## config.mk

```make
export PLATFORM = sky130hd
export DESIGN_NAME = spram_rr_arbiter_flat
export DESIGN_NICKNAME = d
export VERILOG_FILES = /design/src/rtl/spram_rr_arbiter_if.sv /design/src/rtl/spram_rr_arbiter.sv /design/src/flat_wrapper.sv
export SDC_FILE = /design/constraint.sdc
export NUM_CORES = 1
export LEC_CHECK = 0
export ABC_CLOCK_PERIOD_IN_PS = 2200
export CAP_MARGIN = 40
export CORE_UTILIZATION = 35
export DETAILED_ROUTE_END_ITERATION = 12
export PLACE_DENSITY = 0.84
export SKIP_CTS_REPAIR_TIMING = 1
export SLEW_MARGIN = 20
export SYNTH_ARGS = -nofsm -noshare
export SYNTH_HDL_FRONTEND = slang
export SYNTH_SLANG_ARGS = --single-unit
```

## constraint.sdc

```tcl
create_clock -name clk -period 2.2 [get_ports clk]
set_input_delay 0.44 -clock clk [delete_from_list [all_inputs] [get_ports clk]]
set_output_delay 0.44 -clock clk [all_outputs]
set_load 0.02 [all_outputs]
```

## src/rtl/spram_rr_arbiter_if.sv

```systemverilog
// Bundle of the two client request/response channels and the single-port RAM
// port that spram_rr_arbiter sits between.
//   slave  : arbiter side (takes requests and RAM read data, drives acks,
//            responses and the RAM control/address/data registers)
//   master : environment side (clients plus the RAM itself)
// Per requester X in {0,1}: mX_req/we/addr/wdata in, mX_ack (combinational),
// mX_rvalid (registered), mX_rdata out.
// RAM: ram_enable, ram_read_en, ram_address, ram_data_in out; ram_data_out in.
interface spram_rr_arbiter_if #(
    parameter int unsigned WIDTH = 8,
    parameter int unsigned DEPTH = 16,
    parameter int unsigned ADDR  = $clog2(DEPTH)
);
    logic             m0_req;
    logic             m0_we;
    logic [ADDR-1:0]  m0_addr;
    logic [WIDTH-1:0] m0_wdata;
    logic             m0_ack;
    logic             m0_rvalid;
    logic [WIDTH-1:0] m0_rdata;

    logic             m1_req;
    logic             m1_we;
    logic [ADDR-1:0]  m1_addr;
    logic [WIDTH-1:0] m1_wdata;
    logic             m1_ack;
    logic             m1_rvalid;
    logic [WIDTH-1:0] m1_rdata;

    logic             ram_enable;
    logic             ram_read_en;
    logic [ADDR-1:0]  ram_address;
    logic [WIDTH-1:0] ram_data_in;
    logic [WIDTH-1:0] ram_data_out;

    modport slave (
        input  m0_req, m0_we, m0_addr, m0_wdata,
        input  m1_req, m1_we, m1_addr, m1_wdata,
        input  ram_data_out,
        output m0_ack, m0_rvalid, m0_rdata,
        output m1_ack, m1_rvalid, m1_rdata,
        output ram_enable, ram_read_en, ram_address, ram_data_in
    );

    modport master (
        output m0_req, m0_we, m0_addr, m0_wdata,
        output m1_req, m1_we, m1_addr, m1_wdata,
        output ram_data_out,
        input  m0_ack, m0_rvalid, m0_rdata,
        input  m1_ack, m1_rvalid, m1_rdata,
        input  ram_enable, ram_read_en, ram_address, ram_data_in
    );
endinterface

```

## src/rtl/spram_rr_arbiter.sv

```systemverilog
// Two-requester round-robin arbiter/sequencer in front of a single-port RAM
// with registered read data. One access is issued per cycle; read data comes
// back to the owning requester two cycles after its ack, in grant order.
// Ports:
//   clk : rising-edge clock
//   rst : asynchronous active-high reset
//   bus : spram_rr_arbiter_if.slave (client channels m0/m1 and the RAM port)
module spram_rr_arbiter #(
    parameter int unsigned WIDTH = 8,
    parameter int unsigned DEPTH = 16
) (
    input logic               clk,
    input logic               rst,
    spram_rr_arbiter_if.slave bus
);
    localparam int unsigned ADDR = $clog2(DEPTH);

    // Arbitration result for the current cycle
    logic             gnt0_c;
    logic             gnt1_c;
    logic             gnt_any_c;
    logic             gnt_we_c;
    logic [ADDR-1:0]  gnt_addr_c;
    logic [WIDTH-1:0] gnt_wdata_c;

    // prio_q: 0 favours requester 0, 1 favours requester 1
    logic             prio_q,     prio_d;
    logic             ram_en_q,   ram_en_d;
    logic             ram_rd_q,   ram_rd_d;
    logic [ADDR-1:0]  ram_addr_q, ram_addr_d;
    logic [WIDTH-1:0] ram_din_q,  ram_din_d;
    // Stage-1 tag: access currently presented to the RAM
    logic             s1_rd0_q,   s1_rd0_d;
    logic             s1_rd1_q,   s1_rd1_d;
    // Stage-2 tag: RAM output holds data for this requester
    logic             rvalid0_q,  rvalid0_d;
    logic             rvalid1_q,  rvalid1_d;

    // Round-robin grant: a lone requester wins, a tie goes to prio_q
    always_comb begin
        gnt0_c      = bus.m0_req & (~bus.m1_req | ~prio_q);
        gnt1_c      = bus.m1_req & (~bus.m0_req |  prio_q);
        gnt_any_c   = gnt0_c | gnt1_c;
        gnt_we_c    = gnt1_c ? bus.m1_we    : bus.m0_we;
        gnt_addr_c  = gnt1_c ? bus.m1_addr  : bus.m0_addr;
        gnt_wdata_c = gnt1_c ? bus.m1_wdata : bus.m0_wdata;
    end

    // Next state for issue register, tag pipeline and priority pointer
    always_comb begin
        prio_d     = prio_q;
        ram_en_d   = 1'b0;
        ram_rd_d   = ram_rd_q;
        ram_addr_d = ram_addr_q;
        ram_din_d  = ram_din_q;
        s1_rd0_d   = 1'b0;
        s1_rd1_d   = 1'b0;
        rvalid0_d  = s1_rd0_q;
        rvalid1_d  = s1_rd1_q;
        if (gnt_any_c) begin
            prio_d     = ~gnt1_c;
            ram_en_d   = 1'b1;
            ram_rd_d   = ~gnt_we_c;
            ram_addr_d = gnt_addr_c;
            ram_din_d  = gnt_wdata_c;
            s1_rd0_d   = gnt0_c & ~gnt_we_c;
            s1_rd1_d   = gnt1_c & ~gnt_we_c;
        end
    end

    always_ff @(posedge clk or posedge rst) begin
        if (rst) begin
            prio_q     <= 1'b0;
            ram_en_q   <= 1'b0;
            ram_rd_q   <= 1'b1;
            ram_addr_q <= '0;
            ram_din_q  <= '0;
            s1_rd0_q   <= 1'b0;
            s1_rd1_q   <= 1'b0;
            rvalid0_q  <= 1'b0;
            rvalid1_q  <= 1'b0;
        end else begin
            prio_q     <= prio_d;
            ram_en_q   <= ram_en_d;
            ram_rd_q   <= ram_rd_d;
            ram_addr_q <= ram_addr_d;
            ram_din_q  <= ram_din_d;
            s1_rd0_q   <= s1_rd0_d;
            s1_rd1_q   <= s1_rd1_d;
            rvalid0_q  <= rvalid0_d;
            rvalid1_q  <= rvalid1_d;
        end
    end

    assign bus.m0_ack      = gnt0_c;
    assign bus.m1_ack      = gnt1_c;
    assign bus.m0_rvalid   = rvalid0_q;
    assign bus.m1_rvalid   = rvalid1_q;
    // RAM read data is broadcast; rvalid says who owns it
    assign bus.m0_rdata    = bus.ram_data_out;
    assign bus.m1_rdata    = bus.ram_data_out;
    assign bus.ram_enable  = ram_en_q;
    assign bus.ram_read_en = ram_rd_q;
    assign bus.ram_address = ram_addr_q;
    assign bus.ram_data_in = ram_din_q;
endmodule

```

## src/flat_wrapper.sv

```systemverilog
// flat-port wrapper written by rule: the top's interface ports become plain ports
module spram_rr_arbiter_flat 
#(
    parameter int unsigned WIDTH = 8,
    parameter int unsigned DEPTH = 16
)
  (clk, rst, bus_m0_req, bus_m0_we, bus_m0_addr, bus_m0_wdata, bus_m1_req, bus_m1_we, bus_m1_addr, bus_m1_wdata, bus_ram_data_out, bus_m0_ack, bus_m0_rvalid, bus_m0_rdata, bus_m1_ack, bus_m1_rvalid, bus_m1_rdata, bus_ram_enable, bus_ram_read_en, bus_ram_address, bus_ram_data_in);
  spram_rr_arbiter_if #(.WIDTH(WIDTH), .DEPTH(DEPTH)) bus_i ();
  input logic clk;
  input logic rst;
  input wire logic [$bits(bus_i.m0_req)-1:0] bus_m0_req;
  input wire logic [$bits(bus_i.m0_we)-1:0] bus_m0_we;
  input wire logic [$bits(bus_i.m0_addr)-1:0] bus_m0_addr;
  input wire logic [$bits(bus_i.m0_wdata)-1:0] bus_m0_wdata;
  input wire logic [$bits(bus_i.m1_req)-1:0] bus_m1_req;
  input wire logic [$bits(bus_i.m1_we)-1:0] bus_m1_we;
  input wire logic [$bits(bus_i.m1_addr)-1:0] bus_m1_addr;
  input wire logic [$bits(bus_i.m1_wdata)-1:0] bus_m1_wdata;
  input wire logic [$bits(bus_i.ram_data_out)-1:0] bus_ram_data_out;
  output wire logic [$bits(bus_i.m0_ack)-1:0] bus_m0_ack;
  output wire logic [$bits(bus_i.m0_rvalid)-1:0] bus_m0_rvalid;
  output wire logic [$bits(bus_i.m0_rdata)-1:0] bus_m0_rdata;
  output wire logic [$bits(bus_i.m1_ack)-1:0] bus_m1_ack;
  output wire logic [$bits(bus_i.m1_rvalid)-1:0] bus_m1_rvalid;
  output wire logic [$bits(bus_i.m1_rdata)-1:0] bus_m1_rdata;
  output wire logic [$bits(bus_i.ram_enable)-1:0] bus_ram_enable;
  output wire logic [$bits(bus_i.ram_read_en)-1:0] bus_ram_read_en;
  output wire logic [$bits(bus_i.ram_address)-1:0] bus_ram_address;
  output wire logic [$bits(bus_i.ram_data_in)-1:0] bus_ram_data_in;
  assign bus_i.m0_req = bus_m0_req;
  assign bus_i.m0_we = bus_m0_we;
  assign bus_i.m0_addr = bus_m0_addr;
  assign bus_i.m0_wdata = bus_m0_wdata;
  assign bus_i.m1_req = bus_m1_req;
  assign bus_i.m1_we = bus_m1_we;
  assign bus_i.m1_addr = bus_m1_addr;
  assign bus_i.m1_wdata = bus_m1_wdata;
  assign bus_i.ram_data_out = bus_ram_data_out;
  assign bus_m0_ack = bus_i.m0_ack;
  assign bus_m0_rvalid = bus_i.m0_rvalid;
  assign bus_m0_rdata = bus_i.m0_rdata;
  assign bus_m1_ack = bus_i.m1_ack;
  assign bus_m1_rvalid = bus_i.m1_rvalid;
  assign bus_m1_rdata = bus_i.m1_rdata;
  assign bus_ram_enable = bus_i.ram_enable;
  assign bus_ram_read_en = bus_i.ram_read_en;
  assign bus_ram_address = bus_i.ram_address;
  assign bus_ram_data_in = bus_i.ram_data_in;
  spram_rr_arbiter #(.WIDTH(WIDTH), .DEPTH(DEPTH)) u_core (.clk(clk), .rst(rst), .bus(bus_i));
endmodule
```

==> results_dict.tcl <==
set metrics [dict create \
    yosysWarningCount 0 \
    use_met3_pct 2.82 \
    timing.final.crit_period_ps 1870 \
    worst-path-stages 1 \
    worst_hold_path_type "reg2reg" \
    pwr-share-comb_pct 31.4 \
    port_buf_inserts 47 \
    worst_hold_path.num_cells 0 \
    final_hold_viol_count 0 \
    pin_count_of_the_biggest_net_entering_global_routing 20 \
    power_report.internal_total_w 0.000611 \
    syn-instance-count 78 \
    crit_path_cell_trace "clkdlybuf4s50_1" \
    drv.max_cap_violation_count 0 \
    dp_slack_ps -12.3 \
    grt_pass1_vias 779 \
    grt_util_met2_pct 30.2 \
    wire_per_inst_um 14.3 \
    dieArea_mm2 0.00287 \
    finalClockSkew_ps 0.489 \
    p_switching_w 0.000235 \
    antenna_found_initial 0 \
    numCtsBuffers 3 \
    cts_tree "built" \
    power.ir.vdd_worst_uv 350 \
    layout-drive-gt1-share_pct 23.5 \
    placedCellCount 141 \
    clock-sinks 19 \
    path_clk_slew_ps 100 \
    critical_path.endpoint_type "output pin" \
    start_kind "register" \
    finalMaxSlewViolations 0 \
    outcome "finished, final reports clean" \
    worst_path_largest_cell_delay_ps 590 \
    pwr_density_cell_mw_per_mm2 625 \
    grt_pass1_wl_mm 3.43 \
    grt_remaining_overflow 0 \
    finish.utilization_pct 54.2 \
    die_h_um 53.6 \
    routabilityCongestion 0.753 \
    dp.final_hpwl_mm 1.57 \
    synthesis.area_um2 932 \
    ios 72 \
    clock_latency_ps 290 \
    critical_path.top_delay_family "buffers and inverters" \
    grt_setup_unrepaired "false" \
    slew_headroom_pct 53.4 \
    seq_area_frac_synth_pct 51.1 \
    globalRoute.busiestLayer "met2" \
    placementRows 18 \
    detailedRoute.firstIterationViolations 14 \
    worst-endpoint-required_ps 1760 \
    design.final.nets 154 \
    fin_ws_ps 332 \
    slowest_stage "clkdlybuf4s50_1" \
    vias_per_cell 4.97 \
    endpoints_failing_setup 0 \
    count_of_antenna_diodes_in_the_layout 0 \
    worst-path-max-fanout 2 \
    critical_path_class "reg2out" \
    grt.total_usage_pct 17.3 \
    number_of_nets_still_failing_antenna_checks_after_routing 0 \
    route.detailed.drc 0 \
    max_slew.worst_pin.slew_ps 698 \
    max_clock_freq_ghz 0.535 \
    finalCritPeriodShare_pct 84.9 \
    synth_seq_cells 19 \
    switching_share_of_power_pct 27.8 \
    sum_of_routed_wire_length_over_all_layers_mm 2.08 \
    drt_first_pass_iters 4 \
    cts_root_buffer "clkbuf_4" \
    vias 720 \
    synth.net_count 116 \
    cts_max_path_buffers 2 \
    worst-path-buf-inv 1 \
    die_span_in_x_um 53.6 \
    post_layout_nonfiller_instances 145 \
    ff2ff_path_depth 4 \
    synth.avg_cell_area_um2 12.0 \
    critical_path_arrival_ps 1430 \
    core_area_mm2 0.00250 \
    leakagePower_nw 0.575 \
    power.share.sequential_pct 47.9 \
    clkPwrFrac_pct 20.6 \
    initial_utilization_pct 37.3 \
    groute.layer.met1.usage_pct 19.6 \
    synthDistinctLibCells 19 \
    area.growth.synth_to_final_pct 45.2 \
    cts_htree_levels 1 \
]
## registers in the layout, summed over array words and instances (netlist names)
name and cells:
u_core.rvalid1_d 1, u_core.bus.ram_read_en 1, u_core.prio_q 1, u_core.bus.m0_rvalid 1, u_core.bus.m1_rvalid 1, u_core.rvalid0_d 1, u_core.bus.ram_address 4, u_core.bus.ram_data_in 8
u_core.bus.ram_enable 1
## stage by stage
step           setup TNS (ps)  total power (W)  hold WS (ps)  cell area, um2
2_1_floorplan               0         0.000578           331             932
3_3_place_gp                0         0.000676           333            1320
3_5_place_dp            -12.3         0.000681           348            1320
4_1_cts                 -15.0         0.000856           372            1350
5_1_grt                     0         0.000891           380            1350
6_report                    0         0.000846           367            1350
## final cells by class
cell class	instances	area (um2)
flip-flops and latches	19	477
repair buffers	53	520
well taps	30	37.5
fillers	224	1150
clock buffers	4	26.3
inverters	4	15.0
multi-input cells	35	278
## path summary, 6_finish.rpt
path / startpoint / end / slack (ps)
worst max-delay path: u_core.bus.ram_read_en / bus_ram_read_en / 330
worst min-delay path: u_core.rvalid0_d / u_core.bus.m0_rvalid / 370
worst max register to register: u_core.prio_q / u_core.bus.ram_data_in[5] / 1000
worst min register to register: u_core.rvalid0_d / u_core.bus.m0_rvalid / 370
max in group asynchronous: rst / u_core.bus.ram_address[0] / 1220
min in group asynchronous: rst / u_core.rvalid0_d / 540
## Yosys cell counts, drive strengths merged
cell type,n,share of area [%]
buf,19,17
dfrtp,18,48
o221a,12,14
or3,12,8.5
inv,4,1.6
nand2,3,1.7
nor2,3,1.2
a211oi,1,1.3
and3,1,0.67
clkbuf,1,0.54
dfstp,1,2.8
nand2b,1,0.67
o21ai,1,0.54
or2,1,0.67
## power groups by stage
stage          combinational, W  clock [W]  sequential, W
2_1_floorplan          0.000126          0       0.000452
3_3_place_gp           0.000265          0       0.000411
3_5_place_dp           0.000268          0       0.000413
4_1_cts                0.000269   0.000180       0.000406
5_1_grt                0.000286   0.000194       0.000411
6_report               0.000266   0.000175       0.000405
## placed cells by master, fill, tap and decap left out
| cell | instances |
|---|---|
| and3_1 | 1 |
| nand2_1 | 1 |
| nand2b_1 | 1 |
| a211oi_2 | 1 |
| o221a_2 | 11 |
| dfrtp_1 | 18 |
| dlymetal6s2s_1 | 2 |
| o221a_1 | 1 |
| o21ai_0 | 1 |
| buf_4 | 6 |
| nor2_1 | 3 |
| or2_1 | 1 |
| clkbuf_1 | 1 |
| or3_1 | 9 |
| inv_1 | 4 |
| nand2_2 | 2 |
| clkbuf_4 | 3 |
| dfstp_2 | 1 |
| clkdlybuf4s50_1 | 45 |
| or3_2 | 3 |
## logic make-up (layout without fill, tap and decap cells)
| logic type | after synthesis | count (layout) | share of synthesized area, % |
|---|---|---|---|
| and+or+nand+nor | 21 | 21 | 13.4 |
| AOI/OAI and AO/OA | 14 | 14 | 16.4 |
| DFF | 19 | 19 | 51.1 |
| buffers and inverters | 24 | 61 | 19.1 |
## layer usage
metal	vias up	part of all wire [%]
li1	338	-
met1	339	39
met2	38	53
met3	5	5.3
met4	0	2.3
met5	-	0
Note: power is estimated with default switching activity, not from simulation.
